--- src/rtl/intersection_scheduler_pkg.sv ---
// Shared types and constants for the intersection scheduler.
package intersection_scheduler_pkg;

  // Light head encoding, shared by both roads.
  localparam logic [1:0] LIGHT_RED    = 2'd0;
  localparam logic [1:0] LIGHT_GREEN  = 2'd1;
  localparam logic [1:0] LIGHT_YELLOW = 2'd2;

  // Scheduler phases; encoding 7 is unused and treated as illegal.
  typedef enum logic [2:0] {
    A_GRN = 3'd0,
    A_YEL = 3'd1,
    RED1  = 3'd2,
    B_GRN = 3'd3,
    B_YEL = 3'd4,
    RED2  = 3'd5,
    WALK  = 3'd6
  } state_e;

  localparam logic [2:0] STATE_ILLEGAL = 3'd7;

  // Default phase durations in clock cycles.
  localparam int DEF_GREEN_A  = 40;
  localparam int DEF_GREEN_B  = 20;
  localparam int DEF_YELLOW_T = 5;
  localparam int DEF_ALLRED_T = 2;
  localparam int DEF_WALK_T   = 15;

endpackage

--- src/rtl/intersection_scheduler_timer.sv ---
// Shared phase timer: loadable 8-bit down-counter that stops at zero.
module phase_timer #(
  parameter logic [7:0] RESET_VAL = 8'd0
) (
  input  logic       clk,
  input  logic       reset,
  input  logic       load,
  input  logic [7:0] load_val,
  input  logic       en,
  output logic [7:0] count,
  output logic       zero
);

  // Load wins over counting so a phase entry is never lost; counting freezes at 0.
  always_ff @(posedge clk) begin
    // NOTE: sequential state uses non-blocking assignments so every flop samples pre-edge values.
    if (reset)
      count <= RESET_VAL;
    else if (load)
      count <= load_val;
    else if (en && (count != 8'd0))
      count <= count - 8'd1;
  end

  assign zero = (count == 8'd0);

endmodule

--- src/rtl/intersection_scheduler.sv ---
// Two-road intersection sequencer with pedestrian walk phase and safety flags.
module intersection_scheduler
  import intersection_scheduler_pkg::*;
#(
  parameter int GREEN_A  = DEF_GREEN_A,
  parameter int GREEN_B  = DEF_GREEN_B,
  parameter int YELLOW_T = DEF_YELLOW_T,
  parameter int ALLRED_T = DEF_ALLRED_T,
  parameter int WALK_T   = DEF_WALK_T
) (
  input  logic       clk,
  input  logic       reset,
  input  logic       car_b,
  input  logic       ped_req,
  input  logic       hold,
  output logic [1:0] light_a,
  output logic [1:0] light_b,
  output logic       walk,
  output logic       ped_ack,
  output logic [7:0] time_left,
  output logic       p1,
  output logic       p2,
  output logic       p3,
  output logic       p4,
  output logic       p5
);

  // Timer reload values are duration - 1 so a phase of T lasts exactly T cycles.
  localparam logic [7:0] GREEN_A_M1  = 8'(GREEN_A - 1);
  localparam logic [7:0] GREEN_B_M1  = 8'(GREEN_B - 1);
  localparam logic [7:0] YELLOW_T_M1 = 8'(YELLOW_T - 1);
  localparam logic [7:0] ALLRED_T_M1 = 8'(ALLRED_T - 1);
  localparam logic [7:0] WALK_T_M1   = 8'(WALK_T - 1);

  state_e     state_q;
  state_e     state_d;
  logic       illegal;
  logic       advance;
  logic       t_load;
  logic [7:0] t_load_val;
  logic       t_zero;
  logic       car_pend;
  logic       ped_pend;
  logic       enter_b_grn;
  logic       enter_walk;
  logic [7:0] cur_len_m1;

  // Reload value for a phase; the illegal encoding maps to the widest value.
  function automatic logic [7:0] phase_len_m1(input logic [2:0] s);
    case (s)
      A_GRN:         phase_len_m1 = GREEN_A_M1;
      A_YEL, B_YEL:  phase_len_m1 = YELLOW_T_M1;
      RED1, RED2:    phase_len_m1 = ALLRED_T_M1;
      B_GRN:         phase_len_m1 = GREEN_B_M1;
      WALK:          phase_len_m1 = WALK_T_M1;
      default:       phase_len_m1 = 8'hFF;
    endcase
  endfunction

  assign illegal = (3'(state_q) == STATE_ILLEGAL);

  phase_timer #(
    .RESET_VAL (GREEN_A_M1)
  ) u_timer (
    .clk      (clk),
    .reset    (reset),
    .load     (t_load),
    .load_val (t_load_val),
    .en       (!hold),
    .count    (time_left),
    .zero     (t_zero)
  );

  // State register; hold is folded into state_d so reset still dominates here.
  always_ff @(posedge clk) begin
    if (reset)
      state_q <= A_GRN;
    else
      state_q <= state_d;
  end

  // Next-state logic: phases only move on a zero timer and no hold; illegal recovers unconditionally.
  always_comb begin
    // NOTE: every always_comb output gets a default first, so no path can infer a latch.
    state_d = state_q;
    advance = 1'b0;
    if (illegal) begin
      state_d = A_GRN;
      advance = 1'b1;
    end else if (!hold && t_zero) begin
      advance = 1'b1;
      case (state_q)
        A_GRN: begin
          if (car_pend || ped_pend)
            state_d = A_YEL;
          else
            advance = 1'b0;
        end
        A_YEL:   state_d = RED1;
        RED1:    state_d = ped_pend ? WALK : B_GRN;
        B_GRN:   state_d = B_YEL;
        B_YEL:   state_d = RED2;
        RED2:    state_d = ped_pend ? WALK : A_GRN;
        WALK:    state_d = A_GRN;
        default: state_d = A_GRN;
      endcase
    end
    t_load     = advance;
    t_load_val = phase_len_m1(3'(state_d));
  end

  assign enter_b_grn = advance && (state_d == B_GRN);
  assign enter_walk  = advance && (state_d == WALK);

  // Request latches: always track inputs (even on hold); entry into the serving phase clears.
  always_ff @(posedge clk) begin
    if (reset) begin
      car_pend <= 1'b0;
      ped_pend <= 1'b0;
    end else begin
      car_pend <= (car_pend || car_b) && !enter_b_grn;
      ped_pend <= (ped_pend || ped_req) && !enter_walk;
    end
  end

  // Walk acknowledge pulse, frozen while held so outputs stay stable.
  always_ff @(posedge clk) begin
    if (reset)
      ped_ack <= 1'b0;
    else if (!hold)
      ped_ack <= enter_walk;
  end

  // Output decode: lights, walk lamp and safety properties from the state register.
  always_comb begin
    light_a = LIGHT_RED;
    light_b = LIGHT_RED;
    walk    = 1'b0;
    case (state_q)
      A_GRN:   light_a = LIGHT_GREEN;
      A_YEL:   light_a = LIGHT_YELLOW;
      B_GRN:   light_b = LIGHT_GREEN;
      B_YEL:   light_b = LIGHT_YELLOW;
      WALK:    walk    = 1'b1;
      default: ;
    endcase
    cur_len_m1 = phase_len_m1(3'(state_q));
    p1 = (light_a != LIGHT_RED) && (light_b != LIGHT_RED);
    p2 = walk && ((light_a != LIGHT_RED) || (light_b != LIGHT_RED));
    p3 = illegal;
    p4 = time_left > cur_len_m1;
    p5 = (state_q == WALK);
  end

endmodule

--- config.mk ---
export PLATFORM = sky130hd
export DESIGN_NAME = intersection_scheduler
export DESIGN_NICKNAME = d
export VERILOG_FILES = /design/src/rtl/intersection_scheduler_pkg.sv /design/src/rtl/intersection_scheduler_timer.sv /design/src/rtl/intersection_scheduler.sv
export SDC_FILE = /design/constraint.sdc
export NUM_CORES = 1
export LEC_CHECK = 0
export CAP_MARGIN = 20
export CORE_MARGIN = 4
export CORE_UTILIZATION = 47
export CTS_CLUSTER_DIAMETER = 80
export CTS_CLUSTER_SIZE = 8
export DETAILED_ROUTE_END_ITERATION = 10
export HOLD_SLACK_MARGIN = 0.05
export PLACE_DENSITY_LB_ADDON = 0.1
export REMOVE_ABC_BUFFERS = 1
export SLEW_MARGIN = 15
export SYNTH_ARGS = -nofsm -noshare
export SYNTH_HDL_FRONTEND = slang
export SYNTH_HIERARCHICAL = 1
export SYNTH_SLANG_ARGS = --single-unit
export TNS_END_PERCENT = 1
--- constraint.sdc ---
create_clock -name clk -period 3.1 [get_ports clk]
set_clock_uncertainty 0.1 [all_clocks]
set_input_delay 0.62 -clock clk [delete_from_list [all_inputs] [get_ports clk]]
set_output_delay 0.62 -clock clk [all_outputs]
set_load 0.02 [all_outputs]
* Word-level counts from Yosys, hierarchy flattened
Index checks and enable logic that the tools add are counted. W data, S select, Z words.
Storage, ports and cells: bits of input ports 5, logic and storage cells 63, register bits 14, output and inout port bits 19
Operators by class: equality and inequality tests 13, add/subtract/negate cells 1, order comparisons 1, reduce and logical (&&, ||, !) cells 26, muxes and demuxes 17
Operators by type and width (count):
- $pmux W8 S5 | 2
- $eq A3 B3 Y1 const B | 7
- $pmux W3 S6 | 1
- $mux W8 | 2
- $mux W3 | 5
- $eq A3 B2 Y1 const B | 4
- $gt A8 B8 Y1 | 1
- $logic_and A1 B1 Y1 | 8
- $logic_not A8 Y1 | 1
- $pmux W2 S2 | 2
- $reduce_bool A8 Y1 | 1
- $reduce_or A2 Y1 | 4
- $sub A8 B1 Y8 const B | 1
- $eq A3 B1 Y1 const B | 2
- $logic_not A3 Y1 | 2
- $reduce_bool A2 Y1 | 3
- $mux W1 | 5
- $logic_or A1 B1 Y1 | 4
- $logic_not A1 Y1 | 3

* Logic depth before layout (Yosys ltp)
Gate-level depths: netlist of run 1.
depth in word-level cells 9, gate-level depth with buffers 14, mapped depth without buffers 11

* Cells and area by module
The synthesis of run 1 kept the hierarchy.
By module, submodules not included:
- intersection_scheduler | seq. area each 120.1 µm², area an instance 813.3 µm², instances 1, cells an instance 120
- phase_timer | seq. area each 160.2 µm², area an instance 548.0 µm², instances 1, cells an instance 66

* Worst setup path before layout of run 1
No wires, ideal clock.
kind reg2reg, start register u_timer.count[0], end register u_timer.count[1], path slack 0.040 ns, clock period less this slack 3.060 ns, data required time 2.859 ns, buffers on the path 4, library setup time 0.141 ns, stages on the path, launching flop included 15, data arrival time 2.819 ns, cells stage by stage dfxtp_1 -> inv_1 -> ha_1 -> or3b_2 -> clkbuf_1 -> nor2_1 -> nor2b_1 -> buf_6 -> buf_6 -> a21oi_1 -> a21oi_1 -> clkbuf_1 -> nor2_1 -> o211ai_1 -> o311ai_0
Between the ends: elaborated cells on any way between the ends 22, those cells by class add/sub (1); eq/ne (6); mux (7); reduce/logical (8)
RTL lines:
- start: declaration | line intersection_scheduler_timer.sv:10 | output logic [7:0] count,
- start signal: assignment | line intersection_scheduler_timer.sv:20 | count <= load_val;
- start signal: assignment | line intersection_scheduler_timer.sv:22 | count <= count - 8'd1;
- $logic_not A8 Y1 * | line intersection_scheduler_timer.sv:25 | assign zero = (count == 8'd0);
- via t_zero | line intersection_scheduler.sv:41 | logic t_zero;
- $logic_and A1 B1 Y1 * | line intersection_scheduler.sv:90 | end else if (!hold && t_zero) begin
- $mux W1 * | line intersection_scheduler.sv:90
- $mux W1 * | line intersection_scheduler.sv:87 | if (illegal) begin
- via advance | line intersection_scheduler.sv:38 | logic advance;
- $mux W8 / $reduce_bool A2 Y1 (equally long branches)
Mark *: on every way through the listed nets, which the timed path passes. The rest lies on a longest branch. The select of a mux whose other input is x is not followed. A chain may end at the register's enable or synchronous reset.

* Worst setup path in the final report of run 1
start register state_q[2], end output port p4
Between the ends: word-level cells in the longest chain between the ends 4, elaborated cells on any way between the ends 11, those cells by class order compare (1); eq/ne (6); mux (1); reduce/logical (3)
Ends and longest elaborated chain:
- start: declaration | line intersection_scheduler.sv:35 | state_e state_q;
- start signal: assignment | line intersection_scheduler.sv:79 | state_q <= state_d;
- $eq A3 B2 Y1, or another cell as far along | line intersection_scheduler.sv:50 | case (s)
- $reduce_or A2 Y1 | line intersection_scheduler.sv:50
- $pmux W8 S5 * | line intersection_scheduler.sv:50
- $gt A8 B8 Y1 * | line intersection_scheduler.sv:151 | p4 = time_left > cur_len_m1;
- end: declaration | line intersection_scheduler.sv:24 | output logic p4,
Every way passes the cells marked *; elsewhere a longest branch is shown, timed or not.

==> flow_summary.toml, run 1 <==
[synthesis]
synth_edf_count = 0
synthCells = 186
yosysTopAreaCellShare_pct = 20.59
synth-seq-cells = 14
syn_area_um2 = 1361
synth_area_leader_cell = "dfxtp_1"
avgSynthCellArea_um2 = 7.319
synthDistinctLibCells = 50
seq_area_frac_synth_pct = 20.59
netlist_top_cells_area = "dfxtp_1 21%, ha_1 9.2%, a21oi_1 6.6%, nor2_1 6.1%, nand2_1 3.9%"
ys_async_sr_fraction_pct = 0
ys.flop_type = "dfxtp_1"
yosys_warnings = 6

[die]
ios = 24
die_area_um2 = 3822
fp.coreArea_um2 = 2758
die_h_um = 61.82
die_w_um = 61.82
rows = 19
initial_core_util_pct = 49.36

[route]
routed.top_layer = "met4"
drt_iter0_markers = 103
drtPass1Iterations = 5
wl_um = 3770
drc = 0
m1WireLength_um = 1753
vias = 1442
routedWlPerCell_um = 15.71
postRouteAntennaNets = 0
wl_met2_um = 1692
vias_per_cell = 6.008
dr_wl_met3_um = 290

[worst_setup_path]
worst_r2r_endpoint = "u_timer/count[0]$_SDFFE_PP1P_"
endpoint_kind = "primary output"
worst_ep_required_time_ns = 2.38
path_class = "register to primary output"
worst-path-max-fanout = 16
rrSetupSlack_ns = 0.28
worstPathArrival_ns = 2.23
setup.worst_path.start_class = "register"
r2r_cells = 11
r2r_start = "u_timer/count[1]$_SDFFE_PP1P_"

[final_layout]
final_nets = 225
final_cell_mix = "22 x nor2_1, 20 x clkdlybuf4s50_1, 18 x a21oi_1"
area.growth.synth_to_final_pct = 21.23
layout_commonest_cell = "nor2_1"
finish.utilization_pct = 59.85
fill_cells = 285
num_antenna_cells = 0
drive_above_1_share_pct = 13.40
post-route-cell-area_um2 = 1650

[global_routing]
grt_usage_pct = 21.59
antenna_found_initial = 0
grt-ovfl-total = 0
grt_pass1_vias = 1309
grt_pass1_wl_um = 6196
grt_max_degree = 18

[hold_path]
min_from = "ped_ack$_SDFFE_PP0N_"
holdPathStages = 2
hold_class = "register to register"
worst_hold_path.endpoint = "ped_ack$_SDFFE_PP0N_"

[clocking]
insertion_delay_ns = 0.29
cts_inserted_buffers = 3
cts_root_buf = "clkbuf_4"
htreeDepth = 1
cts_tree = "built"
cts_max_path_buffers = 2
clk_pin_slew_worst_paths_ns = 0.10
clkSinkCount = 14
cts_hold_buf = 0

[placement]
gp_congestion = 0.8863
dp.final_hpwl_um = 2853
place_area_um2 = 1609
port_buffers = 21
place_ws_ns = 0.2004

[power_and_ir_drop]
power_density_nw_per_um2 = 242.4
p_leak_nw = 0.6302
ir_worst_vdd_mv = 0.1662

[run]
maxCapViolCount = 0

[timing]
final.period_utilization_pct = 95.14
fin_setup_tns_ns = 0
max_freq_mhz = 339.1
hold_viol_final = 0
fin_ws_ns = 0.1507
maxSlewViolCount = 0
grt_setup_unrepaired = "false"
layout_min_cycle_time_ns = 2.949
setup_viol = 0

[outcome]
outcome = "complete, no violations"
[report_power, final]
| group | internal [mW] | switching, mW | total (mW) |
|---|---|---|---|
| logic | 0.0312 | 0.0360 | 0.0672 |
| clock network | 0.0715 | 0.0717 | 0.143 |
| registers | 0.184 | 0.00530 | 0.190 |
| total | 0.287 | 0.113 | 0.400 |
[stage by stage]
step	hold WS, ns	cells	total power, mW
final	0.4043	240	0.4000
after global routing	0.4419	240	0.4193
after CTS	0.4094	240	0.4024
after detailed placement	0.3769	236	0.2619
after global placement	0.3753	236	0.2602
after floorplan	0.3793	170	0.2319
[flip-flops by register name, summed over array words and instances, names as in the netlist]
name	cells
ped_pend	1
ped_ack	1
car_pend	1
u_timer/count	8
state_q	3
[cells by family after synthesis]
| family | count (synthesis) | share of synthesized area [%] |
|---|---|---|
| AO/OA/AOI/OAI | 59 | 28.68 |
| XOR/XNOR | 3 | 1.930 |
| adder cells (fa/ha/maj) | 11 | 10.02 |
| buffers and inverters | 27 | 10.85 |
| flip-flops | 14 | 20.59 |
| other | 1 | 0.2755 |
| AND/OR/NAND/NOR | 71 | 27.67 |
[repair_timing]
item	in CTS	in global routing
resized for setup	2	1
buffers inserted	0	0
setup endpoints to repair	1	1
[cell type report]
cell class / instances / area (um^2) / area share (%)
multi-input cells: 148 / 949.7 / 57.54
clock buffers: 4 / 36.28 / 2.199
repair buffers: 35 / 314.1 / 19.03
inverters: 8 / 30.03 / 1.820
flip-flops and latches: 14 / 281.5 / 17.06
well taps: 31 / 38.79 / 2.350
[cells in the mapped netlist (3+ instances only)]
cell      count
nor2_1       22
a21oi_1      18
dfxtp_1      14
nand2_1      14
ha_1         10
buf_2         7
inv_1         6
a31oi_1       5
clkbuf_1      5
nor3_1        5
o21ai_0       5
buf_4         4
nand2b_1      4
nor3b_1       4
o21ai_1       4
buf_6         3
nand4_1       3
nor2b_1       3
o211ai_1      3
o22ai_1       3
or4_1         3
xnor2_1       3
[critical path, stage by stage, from the launching register on]
cell and delay (ns):
dfxtp_1 0.44, buf_4 0.25, nand2b_1 0.15, o21ai_0 0.09, ha_1 0.30, o211ai_1 0.10, a21oi_1 0.15, o22a_1 0.14
dlygate4sd2_1 0.33
[how the worst max path moves through the flow]
stage          slack [ns]                     startpoint                            end  cells past startpoint
6_report             0.15          state_q[2]$_SDFF_PP0_                             p4                      8
5_1_grt             0.008          state_q[2]$_SDFF_PP0_                             p4                      8
4_1_cts              0.12          state_q[2]$_SDFF_PP0_                             p4                      8
3_5_place_dp         0.20          state_q[0]$_SDFF_PP0_                             p4                      8
3_3_place_gp         0.19                           hold  u_timer/count[7]$_SDFFE_PP0P_                      8
2_1_floorplan       -0.47  u_timer/count[0]$_SDFFE_PP1P_  u_timer/count[0]$_SDFFE_PP1P_                     10
[layer usage]
layer	global-route usage [%]	vias to the layer above
met5	0	-
met3	2.686	4
li1	-	724
met1	31.77	658
met2	32.29	56
met4	7.273	0
No activity file was read; power rests on OpenSTA's default activity.
==> inputs of run 2 (changes only) <==
--- a/config.mk
+++ b/config.mk
@@ -7,7 +7,7 @@
 export LEC_CHECK = 0
 export CAP_MARGIN = 20
 export CORE_MARGIN = 4
-export CORE_UTILIZATION = 47
+export CORE_UTILIZATION = 35
 export CTS_CLUSTER_DIAMETER = 80
 export CTS_CLUSTER_SIZE = 8
 export DETAILED_ROUTE_END_ITERATION = 10
==> run 2 against run 1 <==
Net effect:
- global-route usage down 5.2 points
- clock power grew 29%
- critical endpoint unchanged
- largest power group unchanged
- critical path depth did not move
- count of clock-buffer cells in the layout stayed put
- sequential share of layout area fell by 0.29 points
- via count increased by 0.21%
- worst setup slack improved by 0.20 ns
==> flow_summary.toml, run 2 (synthesized netlist as in run 1, its figures left out) <==
[placement]
dp.final_hpwl_um = 3054
gp_congestion = 0.9058
place_area_um2 = 1645
port_buffers = 21

[timing]
final.period_utilization_pct = 88.58
max_freq_mhz = 364.2
hold_viol_final = 0
grt_setup_unrepaired = "false"
layout_min_cycle_time_ns = 2.746
setup_viol = 0
maxSlewViolCount = 0

[route]
vias = 1445
routedWlPerCell_um = 15.14
vias_per_cell = 5.579
postRouteAntennaNets = 0
drt_iter0_markers = 102
wl_um = 3922
drtPass1Iterations = 4
drc = 0

[final_layout]
reg_top3 = "u_timer/count: 8 flops, state_q: 3 flops"
largest-register = "u_timer/count"
layout_commonest_cell = "nor2_1"
final_nets = 227
final_cell_mix = "22 x nor2_1, 20 x clkdlybuf4s50_1, 18 x a21oi_1"
num_antenna_cells = 0
drive_above_1_share_pct = 14.69
area.growth.synth_to_final_pct = 25.55
largest_reg_flops = 8
post-route-cell-area_um2 = 1709

[outcome]
outcome = "complete, no violations"

[global_routing]
grt_pass1_vias = 1396
grt_usage_pct = 16.40
grt_max_degree = 18
grt_pass1_wl_um = 6596
grt-ovfl-total = 0
antenna_found_initial = 0

[hold_path]
hold_class = "register to register"

[clocking]
cts_root_buf = "clkbuf_8"
htreeDepth = 1
cts_inserted_buffers = 3
cts_max_path_buffers = 2
cts_post_setup_buffers_inserted = 0
insertion_delay_ns = 0.25
clkSinkCount = 14
clk_pin_slew_worst_paths_ns = 0.06
cts_tree = "built"

[worst_setup_path]
endpoint_kind = "primary output"
worst_ep_required_time_ns = 2.38
crit_path_max_incr_delay_ns = 0.37
worst-path-max-fanout = 8
path_class = "register to primary output"
worstPathArrival_ns = 2.03
crit_family = "compound AO/OA/AOI/OAI gates"
setup.worst_path.start_class = "register"
cp_num_buf_inv = 1
slowest_stage = "dfxtp_2"
path_cells = "nor2_1 > xnor2_1 > ha_1 > nor2b_1 > o211ai_1 > a21oi_1 > o22a_1 > dlymetal6s2s_1"

[die]
die_area_um2 = 4951
ios = 24
fp.coreArea_um2 = 3716
die_h_um = 70.37
initial_core_util_pct = 36.63
rows = 22
die_w_um = 70.37

[run]
maxCapViolCount = 0

[power_and_ir_drop]
ir_worst_vdd_mv = 0.1743
power.total_mw = 0.4433
power_density_nw_per_um2 = 259.3
p_leak_nw = 0.6577
## run 2: changes by cell type in the layout (fill, tap and decap cells not counted), sizes merged
cell          previous run  this run
buf                     14        16
dlygate4sd2              1         0
dlymetal6s2s             0         1
## run 2: tightest hold or removal path, delay by kind of cell (launching register included)
kind            cells  cell delay, ns
simple gates        1            0.08
flops               1            0.33
compound gates      1            0.06
## run 2: through the flow
stage / util (%) / hold WS [ns] / setup TNS [ns] / instances / worst slack [ns]
after floorplan: - / 0.3793 / -2.796 / 170 / -0.4683
after global placement: 44.28 / 0.3702 / 0 / 255 / 0.2102
after detailed placement: 44.28 / 0.3836 / 0 / 255 / 0.1639
after CTS: 45.86 / 0.3994 / 0 / 259 / 0.002060
after global routing: 45.99 / 0.4230 / 0 / 259 / 0.1842
final: 45.99 / 0.3940 / 0 / 259 / 0.3541
## run 2: layout make-up
cell class	count	area, um^2
clock buffers	4	55.05
fillers	380	2007
inverters	8	30.03
multi-input cells	148	944.7
flip-flops and latches	14	286.5
well taps	48	60.06
repair buffers	37	332.8
## run 2: path summary, 6_finish.rpt
check	end	depth (start not counted)	slack, ns	start
worst max-delay path	p4	8	0.35	state_q[0]$_SDFF_PP0_
worst min-delay path	ped_ack$_SDFFE_PP0N_	2	0.39	ped_ack$_SDFFE_PP0N_
worst max register to register	u_timer/count[5]$_SDFFE_PP1P_	11	0.44	u_timer/count[0]$_SDFFE_PP1P_
worst min register to register	ped_ack$_SDFFE_PP0N_	2	0.39	ped_ack$_SDFFE_PP0N_
## run 2: routing by layer
metal,GRT usage [%],part of all wire (%)
met5,0,0
met4,6.170,2.4
met3,4.029,3.9
met2,26.92,48
met1,20.48,46
## run 2: what timing repair did
action / 4_1_cts / 5_1_grt
cloned: 0 / 0
hold buffers: 0 / 0
gates resized for setup: 3 / 2
endpoints found under the setup margin: 1 / 1
## run 2: power breakdown
part	switching, mW	leakage [nW]	internal (mW)
sequential	0.00480	0.116	0.184
combinational	0.0372	0.513	0.0329
clock	0.0722	0.0288	0.113
total	0.114	0.658	0.329
